$ cat config.mk
export PLATFORM = sky130hd
export DESIGN_NAME = cmd_parser_gen_flat
export DESIGN_NICKNAME = d
export VERILOG_FILES = /design/src/rtl/cmd_parser_gen_if.sv /design/src/rtl/cmd_parser_gen.sv /design/src/flat_wrapper.sv
export SDC_FILE = /design/constraint.sdc
export NUM_CORES = 1
export LEC_CHECK = 0
export CAP_MARGIN = 20
export CORE_MARGIN = 4
export CORE_UTILIZATION = 54
export DETAILED_ROUTE_END_ITERATION = 8
export PLACE_DENSITY = 0.8
export RECOVER_POWER = 50
export SYNTH_ARGS = -nofsm -noshare
export SYNTH_HDL_FRONTEND = slang
export SYNTH_SLANG_ARGS = --single-unit
export TNS_END_PERCENT = 10
$ cat constraint.sdc
create_clock -name clk -period 4.04 [get_ports clk]
set_input_delay 0.808 -clock clk [delete_from_list [all_inputs] [get_ports clk]]
set_output_delay 0.808 -clock clk [all_outputs]
set_load 0.02 [all_outputs]
$ cat src/rtl/cmd_parser_gen_if.sv
// Purpose: host-side bundle between the rx/tx byte front ends, the md5 datapath and cmd_parser_gen.
// Latency: wires only, no storage.
// Backpressure: transmit is paced by txd_ready_next; receive has no backpressure, so every rxd strobe must be consumed.
interface cmd_parser_gen_if #(
  parameter int NUM_LEDS   = 8,
  parameter int HASH_BYTES = 16,
  parameter int CNT_BYTES  = 2
);
  logic [7:0]              rxd_data;
  logic                    rxd_data_ready;
  logic                    txd_ready_next;
  logic                    txd_start;
  logic [7:0]              txd_data;
  logic                    proc_done;
  logic                    proc_match;
  logic [8*CNT_BYTES-1:0]  proc_byte_pos;
  logic [7:0]              proc_match_char;
  logic                    proc_start;
  logic [8*CNT_BYTES-1:0]  proc_num_bytes;
  logic [7:0]              proc_data;
  logic                    proc_data_valid;
  logic                    proc_match_char_next;
  logic [8*HASH_BYTES-1:0] proc_target_hash;
  logic [15:0]             proc_str_len;
  logic                    cmd_done;
  logic                    cmd_match;
  logic                    cmd_error;
  logic                    desync;
  logic [NUM_LEDS-1:0]     led;

  // Parser side.
  modport slave (
    input  rxd_data, rxd_data_ready, txd_ready_next,
    input  proc_done, proc_match, proc_byte_pos, proc_match_char,
    output txd_start, txd_data,
    output proc_start, proc_num_bytes, proc_data, proc_data_valid, proc_match_char_next,
    output proc_target_hash, proc_str_len,
    output cmd_done, cmd_match, cmd_error, desync, led
  );

  // Host / environment side.
  modport master (
    output rxd_data, rxd_data_ready, txd_ready_next,
    output proc_done, proc_match, proc_byte_pos, proc_match_char,
    input  txd_start, txd_data,
    input  proc_start, proc_num_bytes, proc_data, proc_data_valid, proc_match_char_next,
    input  proc_target_hash, proc_str_len,
    input  cmd_done, cmd_match, cmd_error, desync, led
  );
endinterface

$ cat src/rtl/cmd_parser_gen.sv
// Purpose: byte-stream command parser for the md5 search engine (hash/length setup, payload streaming, result return).
// Latency: payload/strobes registered one cycle after the rx strobe; txd_start/txd_data are same-cycle with txd_ready_next.
// Backpressure: transmit waits on txd_ready_next; receive states abort to IDLE after TIMEOUT_CYCLES idle clocks.
module cmd_parser_gen #(
  parameter int          NUM_LEDS       = 8,
  parameter int          HASH_BYTES     = 16,
  parameter int          CNT_BYTES      = 2,
  parameter int          TEST_COUNT     = 10,
  parameter int          TIMEOUT_CYCLES = 1000000,
  parameter logic [15:0] STR_LEN_RST    = 16'd152
) (
  input logic             clk,
  input logic             reset,
  cmd_parser_gen_if.slave bus
);

  localparam int HW = 8 * HASH_BYTES;
  localparam int PW = 8 * CNT_BYTES;
  // One counter serves every multi-byte phase; it must span the payload count and str_len>>3.
  localparam int CW = (PW > 16) ? PW : 16;
  localparam int TW = (TIMEOUT_CYCLES > 1) ? $clog2(TIMEOUT_CYCLES) : 1;
  localparam logic [TW-1:0] TMR_LAST = TW'((TIMEOUT_CYCLES > 0) ? (TIMEOUT_CYCLES - 1) : 0);
  localparam logic [7:0]    TEST_START = 8'(TEST_COUNT);

  typedef enum logic [3:0] {
    IDLE      = 4'd0,
    SET_HASH  = 4'd1,
    PROC_LEN  = 4'd2,
    PROC_DATA = 4'd3,
    PROC_WAIT = 4'd4,
    RET_POS   = 4'd5,
    RET_STR   = 4'd6,
    TEST      = 4'd7,
    STR_LEN   = 4'd8,
    STATUS    = 4'd9,
    ACK       = 4'd10
  } state_t;

  state_t state, next_state;

  logic [CW-1:0] byte_cnt;
  logic [CW-1:0] cnt_plus1;
  logic [TW-1:0] timer;

  // Shadows collect a field; the visible register only changes on the final byte.
  logic [HW-1:0] hash_shadow, target_hash_q;
  logic [PW-1:0] len_shadow, num_bytes_q;
  logic [15:0]   str_shadow, str_len_q;
  logic [HW-1:0] hash_shift;
  logic [PW-1:0] len_shift;
  logic [15:0]   str_shift;

  logic [7:0] proc_data_q;
  logic       proc_data_valid_q, proc_start_q;
  logic       cmd_match_q, cmd_error_q, desync_q, err_sticky;

  logic          in_rx, timeout_hit, rx_acc;
  logic          tx_go, mc_next, cnt_inc, last_byte, err_evt, desync_evt;
  logic [7:0]    tx_byte, pos_byte;
  logic [CW-1:0] str_bytes;
  logic [NUM_LEDS+3:0] led_ext;

  assign cnt_plus1 = byte_cnt + CW'(1);
  assign str_bytes = CW'(str_len_q[15:3]);

  // Concatenate-then-truncate keeps the shift legal for single-byte fields too.
  logic [HW+7:0] hash_cat;
  logic [PW+7:0] len_cat;
  logic [23:0]   str_cat;
  assign hash_cat   = {hash_shadow, bus.rxd_data};
  assign len_cat    = {len_shadow, bus.rxd_data};
  assign str_cat    = {str_shadow, bus.rxd_data};
  assign hash_shift = hash_cat[HW-1:0];
  assign len_shift  = len_cat[PW-1:0];
  assign str_shift  = str_cat[15:0];

  assign in_rx = (state == SET_HASH) || (state == PROC_LEN) ||
                 (state == PROC_DATA) || (state == STR_LEN);
  assign timeout_hit = (TIMEOUT_CYCLES != 0) && in_rx && (timer == TMR_LAST);
  assign rx_acc = in_rx && bus.rxd_data_ready && !timeout_hit;

  // Select the match-position byte for the current RET_POS step, MSB first.
  always_comb begin
    pos_byte = 8'h00;
    for (int i = 0; i < CNT_BYTES; i++) begin
      if (byte_cnt == CW'(i)) pos_byte = bus.proc_byte_pos[8*(CNT_BYTES-1-i) +: 8];
    end
  end

  // State register.
  always_ff @(posedge clk) begin
    if (reset) state <= IDLE;
    else       state <= next_state;
  end

  // Next-state decode and same-cycle transmit strobes.
  always_comb begin
    next_state = state;
    tx_go      = 1'b0;
    tx_byte    = 8'h00;
    mc_next    = 1'b0;
    cnt_inc    = 1'b0;
    last_byte  = 1'b0;
    err_evt    = 1'b0;
    desync_evt = 1'b0;
    if (!reset) begin
      if (timeout_hit) begin
        err_evt    = 1'b1;
        next_state = IDLE;
      end else begin
        case (state)
          IDLE: begin
            if (bus.rxd_data_ready) begin
              case (bus.rxd_data)
                8'h01:   next_state = SET_HASH;
                8'h02:   next_state = PROC_LEN;
                8'h03:   next_state = RET_POS;
                8'h04:   next_state = TEST;
                8'h05:   next_state = STR_LEN;
                8'h06: begin
                  desync_evt = 1'b1;
                  next_state = ACK;
                end
                8'h07:   next_state = STATUS;
                default: err_evt = 1'b1;
              endcase
            end
          end
          SET_HASH: if (rx_acc) begin
            cnt_inc = 1'b1;
            if (cnt_plus1 == CW'(HASH_BYTES)) begin
              last_byte  = 1'b1;
              next_state = ACK;
            end
          end
          PROC_LEN: if (rx_acc) begin
            cnt_inc = 1'b1;
            if (cnt_plus1 == CW'(CNT_BYTES)) begin
              last_byte  = 1'b1;
              next_state = (len_shift == '0) ? PROC_WAIT : PROC_DATA;
            end
          end
          PROC_DATA: if (rx_acc) begin
            cnt_inc = 1'b1;
            if (cnt_plus1 == CW'(num_bytes_q)) begin
              last_byte  = 1'b1;
              next_state = PROC_WAIT;
            end
          end
          PROC_WAIT: if (bus.proc_done) next_state = ACK;
          RET_POS: if (bus.txd_ready_next) begin
            tx_go   = 1'b1;
            tx_byte = pos_byte;
            cnt_inc = 1'b1;
            if (cnt_plus1 == CW'(CNT_BYTES)) next_state = (str_bytes == '0) ? ACK : RET_STR;
          end
          RET_STR: if (bus.txd_ready_next) begin
            tx_go   = 1'b1;
            tx_byte = bus.proc_match_char;
            mc_next = 1'b1;
            cnt_inc = 1'b1;
            if (cnt_plus1 == str_bytes) next_state = ACK;
          end
          TEST: if (bus.txd_ready_next) begin
            tx_go   = 1'b1;
            tx_byte = TEST_START - byte_cnt[7:0];
            cnt_inc = 1'b1;
            if (cnt_plus1 == CW'(TEST_COUNT)) next_state = ACK;
          end
          STR_LEN: if (rx_acc) begin
            cnt_inc = 1'b1;
            if (cnt_plus1 == CW'(2)) begin
              last_byte  = 1'b1;
              next_state = ACK;
            end
          end
          STATUS: if (bus.txd_ready_next) begin
            tx_go      = 1'b1;
            tx_byte    = {6'b0, err_sticky, cmd_match_q};
            next_state = ACK;
          end
          ACK:     next_state = IDLE;
          default: next_state = IDLE;
        endcase
      end
    end
  end

  // Byte counter restarts on every state change; timer restarts on entry and on each received byte.
  always_ff @(posedge clk) begin
    if (reset) begin
      byte_cnt <= '0;
      timer    <= '0;
    end else begin
      if (state != next_state) byte_cnt <= '0;
      else if (cnt_inc)        byte_cnt <= cnt_plus1;
      if (!in_rx || (state != next_state) || bus.rxd_data_ready) timer <= '0;
      else                                                       timer <= timer + TW'(1);
    end
  end

  // Field capture, payload streaming, result and error flags.
  always_ff @(posedge clk) begin
    if (reset) begin
      hash_shadow       <= '0;
      target_hash_q     <= '0;
      len_shadow        <= '0;
      num_bytes_q       <= '0;
      str_shadow        <= '0;
      str_len_q         <= STR_LEN_RST;
      proc_data_q       <= 8'h00;
      proc_data_valid_q <= 1'b0;
      proc_start_q      <= 1'b0;
      cmd_match_q       <= 1'b0;
      cmd_error_q       <= 1'b0;
      desync_q          <= 1'b0;
      err_sticky        <= 1'b0;
    end else begin
      proc_start_q      <= 1'b0;
      proc_data_valid_q <= 1'b0;
      cmd_error_q       <= err_evt;
      desync_q          <= desync_evt;
      if (rx_acc) begin
        case (state)
          SET_HASH: begin
            hash_shadow <= hash_shift;
            if (last_byte) target_hash_q <= hash_shift;
          end
          PROC_LEN: begin
            len_shadow <= len_shift;
            if (last_byte) begin
              num_bytes_q  <= len_shift;
              proc_start_q <= 1'b1;
            end
          end
          PROC_DATA: begin
            proc_data_q       <= bus.rxd_data;
            proc_data_valid_q <= 1'b1;
          end
          STR_LEN: begin
            str_shadow <= str_shift;
            if (last_byte) str_len_q <= str_shift;
          end
          default: ;
        endcase
      end
      if ((state == PROC_WAIT) && bus.proc_done) cmd_match_q <= bus.proc_match;
      if (err_evt)                               err_sticky <= 1'b1;
      else if ((state == STATUS) && tx_go)       err_sticky <= 1'b0;
    end
  end

  assign led_ext = {{NUM_LEDS{1'b0}}, state};

  assign bus.txd_start            = tx_go;
  assign bus.txd_data             = tx_byte;
  assign bus.proc_match_char_next = mc_next;
  assign bus.proc_start           = proc_start_q;
  assign bus.proc_num_bytes       = num_bytes_q;
  assign bus.proc_data            = proc_data_q;
  assign bus.proc_data_valid      = proc_data_valid_q;
  assign bus.proc_target_hash     = target_hash_q;
  assign bus.proc_str_len         = str_len_q;
  assign bus.cmd_done             = (state == ACK) && !reset;
  assign bus.cmd_match            = cmd_match_q;
  assign bus.cmd_error            = cmd_error_q;
  assign bus.desync               = desync_q;
  assign bus.led                  = led_ext[NUM_LEDS-1:0];

endmodule

$ cat src/flat_wrapper.sv
// flat-port wrapper written by rule: the top's interface ports become plain ports
module cmd_parser_gen_flat 
#(
  parameter int          NUM_LEDS       = 8,
  parameter int          HASH_BYTES     = 16,
  parameter int          CNT_BYTES      = 2,
  parameter int          TEST_COUNT     = 10,
  parameter int          TIMEOUT_CYCLES = 1000000,
  parameter logic [15:0] STR_LEN_RST    = 16'd152
)
  (clk, reset, bus_rxd_data, bus_rxd_data_ready, bus_txd_ready_next, bus_proc_done, bus_proc_match, bus_proc_byte_pos, bus_proc_match_char, bus_txd_start, bus_txd_data, bus_proc_start, bus_proc_num_bytes, bus_proc_data, bus_proc_data_valid, bus_proc_match_char_next, bus_proc_target_hash, bus_proc_str_len, bus_cmd_done, bus_cmd_match, bus_cmd_error, bus_desync, bus_led);
  cmd_parser_gen_if #(.NUM_LEDS(NUM_LEDS), .HASH_BYTES(HASH_BYTES), .CNT_BYTES(CNT_BYTES)) bus_i ();
  input logic clk;
  input logic reset;
  input wire logic [$bits(bus_i.rxd_data)-1:0] bus_rxd_data;
  input wire logic [$bits(bus_i.rxd_data_ready)-1:0] bus_rxd_data_ready;
  input wire logic [$bits(bus_i.txd_ready_next)-1:0] bus_txd_ready_next;
  input wire logic [$bits(bus_i.proc_done)-1:0] bus_proc_done;
  input wire logic [$bits(bus_i.proc_match)-1:0] bus_proc_match;
  input wire logic [$bits(bus_i.proc_byte_pos)-1:0] bus_proc_byte_pos;
  input wire logic [$bits(bus_i.proc_match_char)-1:0] bus_proc_match_char;
  output wire logic [$bits(bus_i.txd_start)-1:0] bus_txd_start;
  output wire logic [$bits(bus_i.txd_data)-1:0] bus_txd_data;
  output wire logic [$bits(bus_i.proc_start)-1:0] bus_proc_start;
  output wire logic [$bits(bus_i.proc_num_bytes)-1:0] bus_proc_num_bytes;
  output wire logic [$bits(bus_i.proc_data)-1:0] bus_proc_data;
  output wire logic [$bits(bus_i.proc_data_valid)-1:0] bus_proc_data_valid;
  output wire logic [$bits(bus_i.proc_match_char_next)-1:0] bus_proc_match_char_next;
  output wire logic [$bits(bus_i.proc_target_hash)-1:0] bus_proc_target_hash;
  output wire logic [$bits(bus_i.proc_str_len)-1:0] bus_proc_str_len;
  output wire logic [$bits(bus_i.cmd_done)-1:0] bus_cmd_done;
  output wire logic [$bits(bus_i.cmd_match)-1:0] bus_cmd_match;
  output wire logic [$bits(bus_i.cmd_error)-1:0] bus_cmd_error;
  output wire logic [$bits(bus_i.desync)-1:0] bus_desync;
  output wire logic [$bits(bus_i.led)-1:0] bus_led;
  assign bus_i.rxd_data = bus_rxd_data;
  assign bus_i.rxd_data_ready = bus_rxd_data_ready;
  assign bus_i.txd_ready_next = bus_txd_ready_next;
  assign bus_i.proc_done = bus_proc_done;
  assign bus_i.proc_match = bus_proc_match;
  assign bus_i.proc_byte_pos = bus_proc_byte_pos;
  assign bus_i.proc_match_char = bus_proc_match_char;
  assign bus_txd_start = bus_i.txd_start;
  assign bus_txd_data = bus_i.txd_data;
  assign bus_proc_start = bus_i.proc_start;
  assign bus_proc_num_bytes = bus_i.proc_num_bytes;
  assign bus_proc_data = bus_i.proc_data;
  assign bus_proc_data_valid = bus_i.proc_data_valid;
  assign bus_proc_match_char_next = bus_i.proc_match_char_next;
  assign bus_proc_target_hash = bus_i.proc_target_hash;
  assign bus_proc_str_len = bus_i.proc_str_len;
  assign bus_cmd_done = bus_i.cmd_done;
  assign bus_cmd_match = bus_i.cmd_match;
  assign bus_cmd_error = bus_i.cmd_error;
  assign bus_desync = bus_i.desync;
  assign bus_led = bus_i.led;
  cmd_parser_gen #(.NUM_LEDS(NUM_LEDS), .HASH_BYTES(HASH_BYTES), .CNT_BYTES(CNT_BYTES), .TEST_COUNT(TEST_COUNT), .TIMEOUT_CYCLES(TIMEOUT_CYCLES), .STR_LEN_RST(STR_LEN_RST)) u_core (.clk(clk), .reset(reset), .bus(bus_i));
endmodule
==> results of run 1 <==
registers in the layout, summed over array words and instances (netlist names), 4 cells and up:
name,count
u_core.state,4
u_core.bus.proc_target_hash,128
u_core.timer,20
u_core.str_shadow,8
u_core.hash_shadow,120
u_core.byte_cnt,16
u_core.bus.proc_data,8
u_core.bus.proc_num_bytes,16
u_core.bus.proc_str_len,16
u_core.len_shadow,8
cell usage after synthesis (all sizes together), types with 31 or more instances:
master	count
nor4	31
nor2	88
clkbuf	87
nand2	336
nand3	31
dfxtp	350
buf	34
o21ai	36
mux2	140
nor2b	149
a21oi	148
xnor2	46
placed cells by master, fill, tap and decap left out, types with 11 or more instances in the layout:
cell,Yosys,layout
nor2_1,88,86
and3_1,13,13
nor3_1,29,27
a21oi_1,148,148
mux2_2,129,129
nor2b_1,149,148
dfxtp_1,350,349
mux2_1,11,11
mux2i_1,24,24
nor4_1,29,29
nand2_1,336,336
nand3_1,29,28
o21ai_0,35,35
inv_1,18,18
buf_4,7,57
xnor2_1,46,46
xor2_1,29,29
clkdlybuf4s50_1,0,38
nand4_1,20,20
clkbuf_16,0,36
dlygate4sd3_1,0,179
clkbuf_8,0,11
layout make-up:
cell class | instances | area share, %
Clock inverter | 16 | 1.236
Clock buffer | 50 | 5.499
Sequential cell | 350 | 36.24
Tap cell | 378 | 2.446
Inverter | 19 | 0.3688
Timing Repair Buffer | 297 | 14.76
Multi-Input combinational cell | 1231 | 39.45
cells by family (layout without fill, tap and decap cells):
family          Yosys count  count (layout)  synth area share, %
simple gates            735             735                23.28
flops                   350             350                46.17
compound gates          247             247                9.721
mux                     164             164                11.97
buf+inv                 140             382                3.933
xor+xnor                 76              76                4.477
fa+ha+maj                 5               5               0.4123
other cells               1               4              0.02471
tightest hold or removal path, cell delays in order, from the launching register on:
cell	delay, ns
dfxtp_1	0.32
nand2_1	0.05
a21oi_1	0.05
metrics by stage:
step                hold slack, ns  instance area [um^2]  setup WS, ns  util [%]  cells
floorplan                   0.4249                 15190        0.3806         -   1721
global placement            0.4313                 18040        0.2539     64.93   2274
detailed placement          0.4447                 18040        0.2210     64.93   2274
CTS                         0.4547                 19340       0.03250     69.60   2340
global route                0.4782                 19340       0.02986     69.61   2341
finish                      0.4528                 19340        0.2343     69.61   2341
final timing paths:
path / depth (start not counted) / endpoint / start
setup reg to reg: 11 / u_core.byte_cnt[12]$_SDFFE_PP0P_ / u_core.byte_cnt[1]$_SDFFE_PP0P_
hold reg to reg: 2 / u_core.hash_shadow[111]$_SDFFE_PP0P_ / u_core.hash_shadow[103]$_SDFFE_PP0P_
setup / recovery: 9 / bus_txd_data[6] / u_core.byte_cnt[4]$_SDFFE_PP0P_
hold / removal: 2 / u_core.hash_shadow[111]$_SDFFE_PP0P_ / u_core.hash_shadow[103]$_SDFFE_PP0P_
per-layer routing:
metal,up-vias,wire length [um],global-route usage (%)
met1,6221,18630,36.81
met4,0,1018,7.602
li1,6281,-,-
met3,70,3131,5.424
met5,-,0,0
met2,434,20460,45.12
power groups by stage:
stage | clock network [uW] | registers (uW) | logic (uW)
after detailed placement | 0 | 3530 | 173
after CTS | 3610 | 3460 | 173
after global routing | 3760 | 3450 | 187
after floorplan | 0 | 3530 | 87.5
final | 3570 | 3460 | 176
after global placement | 0 | 3530 | 172
what timing repair did:
action	4_1_cts	5_1_grt
buffers inserted	0	0
pin swaps	0	0
gates cloned	0	0
resized for setup	8	8
endpoints found under the setup margin	7	21
==> flow_summary.toml, run 1 <==
[yosys]
syn-instance-count = 1718
synthFlopType = "dfxtp_1"
ys_warn_count = 0
synth.area.top_cells = "dfxtp_1, mux2_2, nand2_1"
synth-async-reset-ratio_pct = 0
netlist_area_mm2 = 0.01517
yosysUniqueCellTypes = 73
synth_edf_count = 0
synth_top_area_share_pct = 46.17
ys_seq_area_share_pct = 46.17
synth_top_cell_by_area = "dfxtp_1"
syn_avg_cell_area_um2 = 8.833
synth_seq_cells = 350

[placement]
gp_congestion = 0.9667
portBuffers = 225
dp_hpwl_mm = 30.08

[power_and_ir_drop]
pwr-share-clk_pct = 49.6
vdd_drop_max_mv = 0.2757
leakage_uw = 0.007783
p_switching_uw = 1505
finalPower_uw = 7199
netSwitchingFraction_pct = 20.91
power_density_mw_per_mm2 = 372.3
seqPwrFrac_pct = 48.0
p_int_uw = 5694
combPwrFrac_pct = 2.4

[final_layout]
syn2layout_area_growth_pct = 27.44
antenna_cells = 0
multi_input_area_mm2 = 0.007629
drive_gt1_share_pct = 14.52
regArea_mm2 = 0.007008
n_fill_cell = 2191
nNetsFinal = 1978

[setup_path]
critPathMaxFanout = 9
arrival_ns = 3.00
end_kind = "primary output"
cp_slowest_stage_delay_ns = 0.56
crit_chain = "or4_1 > nor3_2 > nand3_1 > nor3b_1 > buf_4 > a22o_1 > a222oi_1 > nor2_1 > dlygate4sd2_1"
critPathLaunchType = "register"
critical_path_class = "register to primary output"
cp_num_buf_inv = 2
crit_family = "simple AND/OR/NAND/NOR gates"
cp.required_ns = 3.23
r2r_setup_slack_ns = 0.25
slowest_stage = "or4_1"

[global_route]
grt-ovfl-total = 0
grt_max_degree = 121
antenna_found_initial = 0
grt_pass1_wl_mm = 68.97
grt_pass1_vias = 12598
grtUsageTotal_pct = 27.35

[clocking]
cts.sinks = 350
clk_pin_slew_worst_paths_ns = 0.06
cts_tree = "built"
cts_buffers = 36
ctsHoldBuffers = 0
htreeDepth = 2
root_buffer = "clkbuf_16"
clockBufferDepth = 3
clkLatencyLatePin_ns = 0.54

[routing]
vias = 13006
avgViaCountPerCell = 5.556
wl_per_cell_um = 18.47
drt_pass1_iterations = 5
drc = 0
ant_nets = 0
routed_wl_mm = 43.25
drtIter0Drc = 1089

[die]
core_mm2 = 0.02778
fp.dieW_um = 175.6
initial_core_util_pct = 54.62
chipHeight_um = 175.6
io_pins = 230
rows = 61
die-area_mm2 = 0.03085

[hold_path]
hold_path.class = "register to register"

[timing]
tightest_slew_ns = 0.9384
timing.slew.headroom_pct = 37.44
finalCritPeriodShare_pct = 94.20
setup_violations = 0
tns_ns = 0
fmax_ghz = 0.2628
drv_slew = 0
skew_ns = 0.02453
period_needed_ns = 3.806
hold_viol_final = 0
rsz0062_at_grt = "false"

[outcome]
status = "complete, no violations"

[flow_run]
cap_viol_max_count = 0
Note: power is estimated with default switching activity, not from simulation.
==> inputs of run 2 (changes only) <==
Settings changed: CTS_CLUSTER_SIZE from default to 16, MAX_ROUTING_LAYER from default to met4.
==> run 2 against run 1 <==
  * Wire length increased by 0.69%
  * Utilization decreased by 0.17 points
  * Largest power group unchanged
  * Cell count increased by 0.13%
  * Worst hold slack improved by 0.00095 ns
  * Count of clock-buffer cells in the layout increased by 3
  * Sequential power about the same
  * First-iteration DRC count increased by 5.4%
  * Power decreased by 1.0%
==> flow_summary.toml, run 2 (synthesized netlist as in run 1, its figures left out) <==
[outcome]
status = "complete, no violations"

[timing]
timing.slew.headroom_pct = 7.007
finalCritPeriodShare_pct = 95.40
rsz0062_at_grt = "false"
period_needed_ns = 3.854
fmax_ghz = 0.2595
tns_ns = 0
fin_ws_ns = 0.1860
drv_slew = 0
hold_viol_final = 0
skew_ns = 0.01980
setup_violations = 0
tightest_slew_ns = 1.395

[setup_path]
cp_slowest_stage_delay_ns = 0.68
critical_path_class = "register to primary output"
r2r_setup_slack_ns = 0.22
slowest_stage = "dfxtp_1"
r2r_start = "u_core.byte_cnt[1]$_SDFFE_PP0P_"
cpMostUsedCell = "nor2_1"
cp.required_ns = 3.23
critPathLaunchType = "register"
crit_start = "u_core.state[0]$_SDFF_PP0_"
critPathMaxFanout = 15
rr_worst_depth = 11
r2r_end = "u_core.bus.proc_target_hash[124]$_SDFFE_PP0P_"
crit_chain = "nor2b_2 > and3_1 > nor2_1 > nor2_1 > nand2_1 > nor2_1 > clkdlybuf4s50_1"
end_kind = "primary output"
arrival_ns = 3.05

[clocking]
clk_pin_slew_worst_paths_ns = 0.06
cts_setup_buffers = 0
clkLatencyLatePin_ns = 0.52
cts_buffers = 37
root_buffer = "clkbuf_16"
htreeDepth = 2
cts_tree = "built"
cts.sinks = 350
clockBufferDepth = 3

[die]
fp.dieW_um = 175.6
io_pins = 230
chipHeight_um = 175.6
rows = 61
die-area_mm2 = 0.03085
core_mm2 = 0.02778
initial_core_util_pct = 54.62

[power_and_ir_drop]
power_density_mw_per_mm2 = 369.3
vdd_drop_max_mv = 0.3716
leakage_uw = 0.007750

[final_layout]
final_common_cell = "dfxtp_1"
drive_gt1_share_pct = 14.24
largest_reg_flops = 128
utilization_pct = 69.44
syn2layout_area_growth_pct = 27.13
nNetsFinal = 1983
layout.cells.non_filler = 2344
antenna_cells = 0
final_cell_mix = "dfxtp_1, nand2_1, dlygate4sd3_1, a21oi_1, nor2b_1"

[global_route]
grt_pass1_wl_mm = 68.55
grtUsageTotal_pct = 28.11
grt-ovfl-total = 0
antenna_found_initial = 0
grt_pass1_vias = 12657
grt_max_degree = 237

[routing]
drc = 0
ant_nets = 0
drtIter0Drc = 1148
avgViaCountPerCell = 5.548
vias = 13004
wl_per_cell_um = 18.58
drt_pass1_iterations = 6
routed_wl_mm = 43.54

[placement]
dp_hpwl_mm = 30.32
portBuffers = 225
place_inst = 2279
pre_cts_slack_ns = 0.2332
gp_congestion = 1.007

[hold_path]
hold_path.class = "register to register"
hold_start = "u_core.hash_shadow[115]$_SDFFE_PP0P_"
hold_path_depth = 2
min_to = "u_core.hash_shadow[115]$_SDFFE_PP0P_"

[flow_run]
cap_viol_max_count = 0
## run 2: worst max-delay path by stage
stage          depth (start not counted)                              end  slack, ns
2_1_floorplan                         10                  bus_txd_data[7]       0.38
3_3_place_gp                          10  u_core.byte_cnt[4]$_SDFFE_PP0P_       0.29
3_5_place_dp                          10  u_core.byte_cnt[3]$_SDFFE_PP0P_       0.23
5_1_grt                                9                  bus_txd_data[6]      0.003
6_report                               7                  bus_txd_data[2]       0.19
4_1_cts                               10                  bus_txd_data[7]       0.04
## run 2: worst max-delay path, delay by kind of cell, from the launching register on
family / cells / cell delay, ns
buf+inv: 1 / 0.61
flops: 1 / 0.68
simple gates: 6 / 1.23
## run 2: stage by stage
step / instance area (um^2) / hold WS [ns] / total power, uW
floorplan: 15190 / 0.4249 / 3620
global placement: 18060 / 0.4351 / 3706
detailed placement: 18060 / 0.4441 / 3706
CTS: 19310 / 0.4524 / 7180
global route: 19290 / 0.4723 / 7327
finish: 19290 / 0.4538 / 7123
## run 2: per-layer routing
metal / share of wire [%] / track usage [%]
met3: 7.9 / 7.038
met4: 3.5 / 10.04
met2: 46 / 43.85
met5: 0 / -
met1: 43 / 35.70
## run 2: power by group
part	total (uW)	internal (uW)	switching, uW
sequential	3460	3450	2.37
combinational	176	60.3	115
clock	3490	2130	1360
## run 2: area by class of cell
type | instances | area (um^2)
fill | 2169 | 8491
multi-input combinational | 1231 | 7629
sequential | 350 | 7007
timing repair buffer | 301 | 2855
clock buffer | 53 | 1046
tap | 378 | 473.0
clock inverter | 12 | 210.2
inverter | 19 | 71.32
## run 2: repair_timing
action / CTS / global route
resized for setup: 8 / 7
hold buffers: 0 / 0
endpoints found under the setup margin: 7 / 23
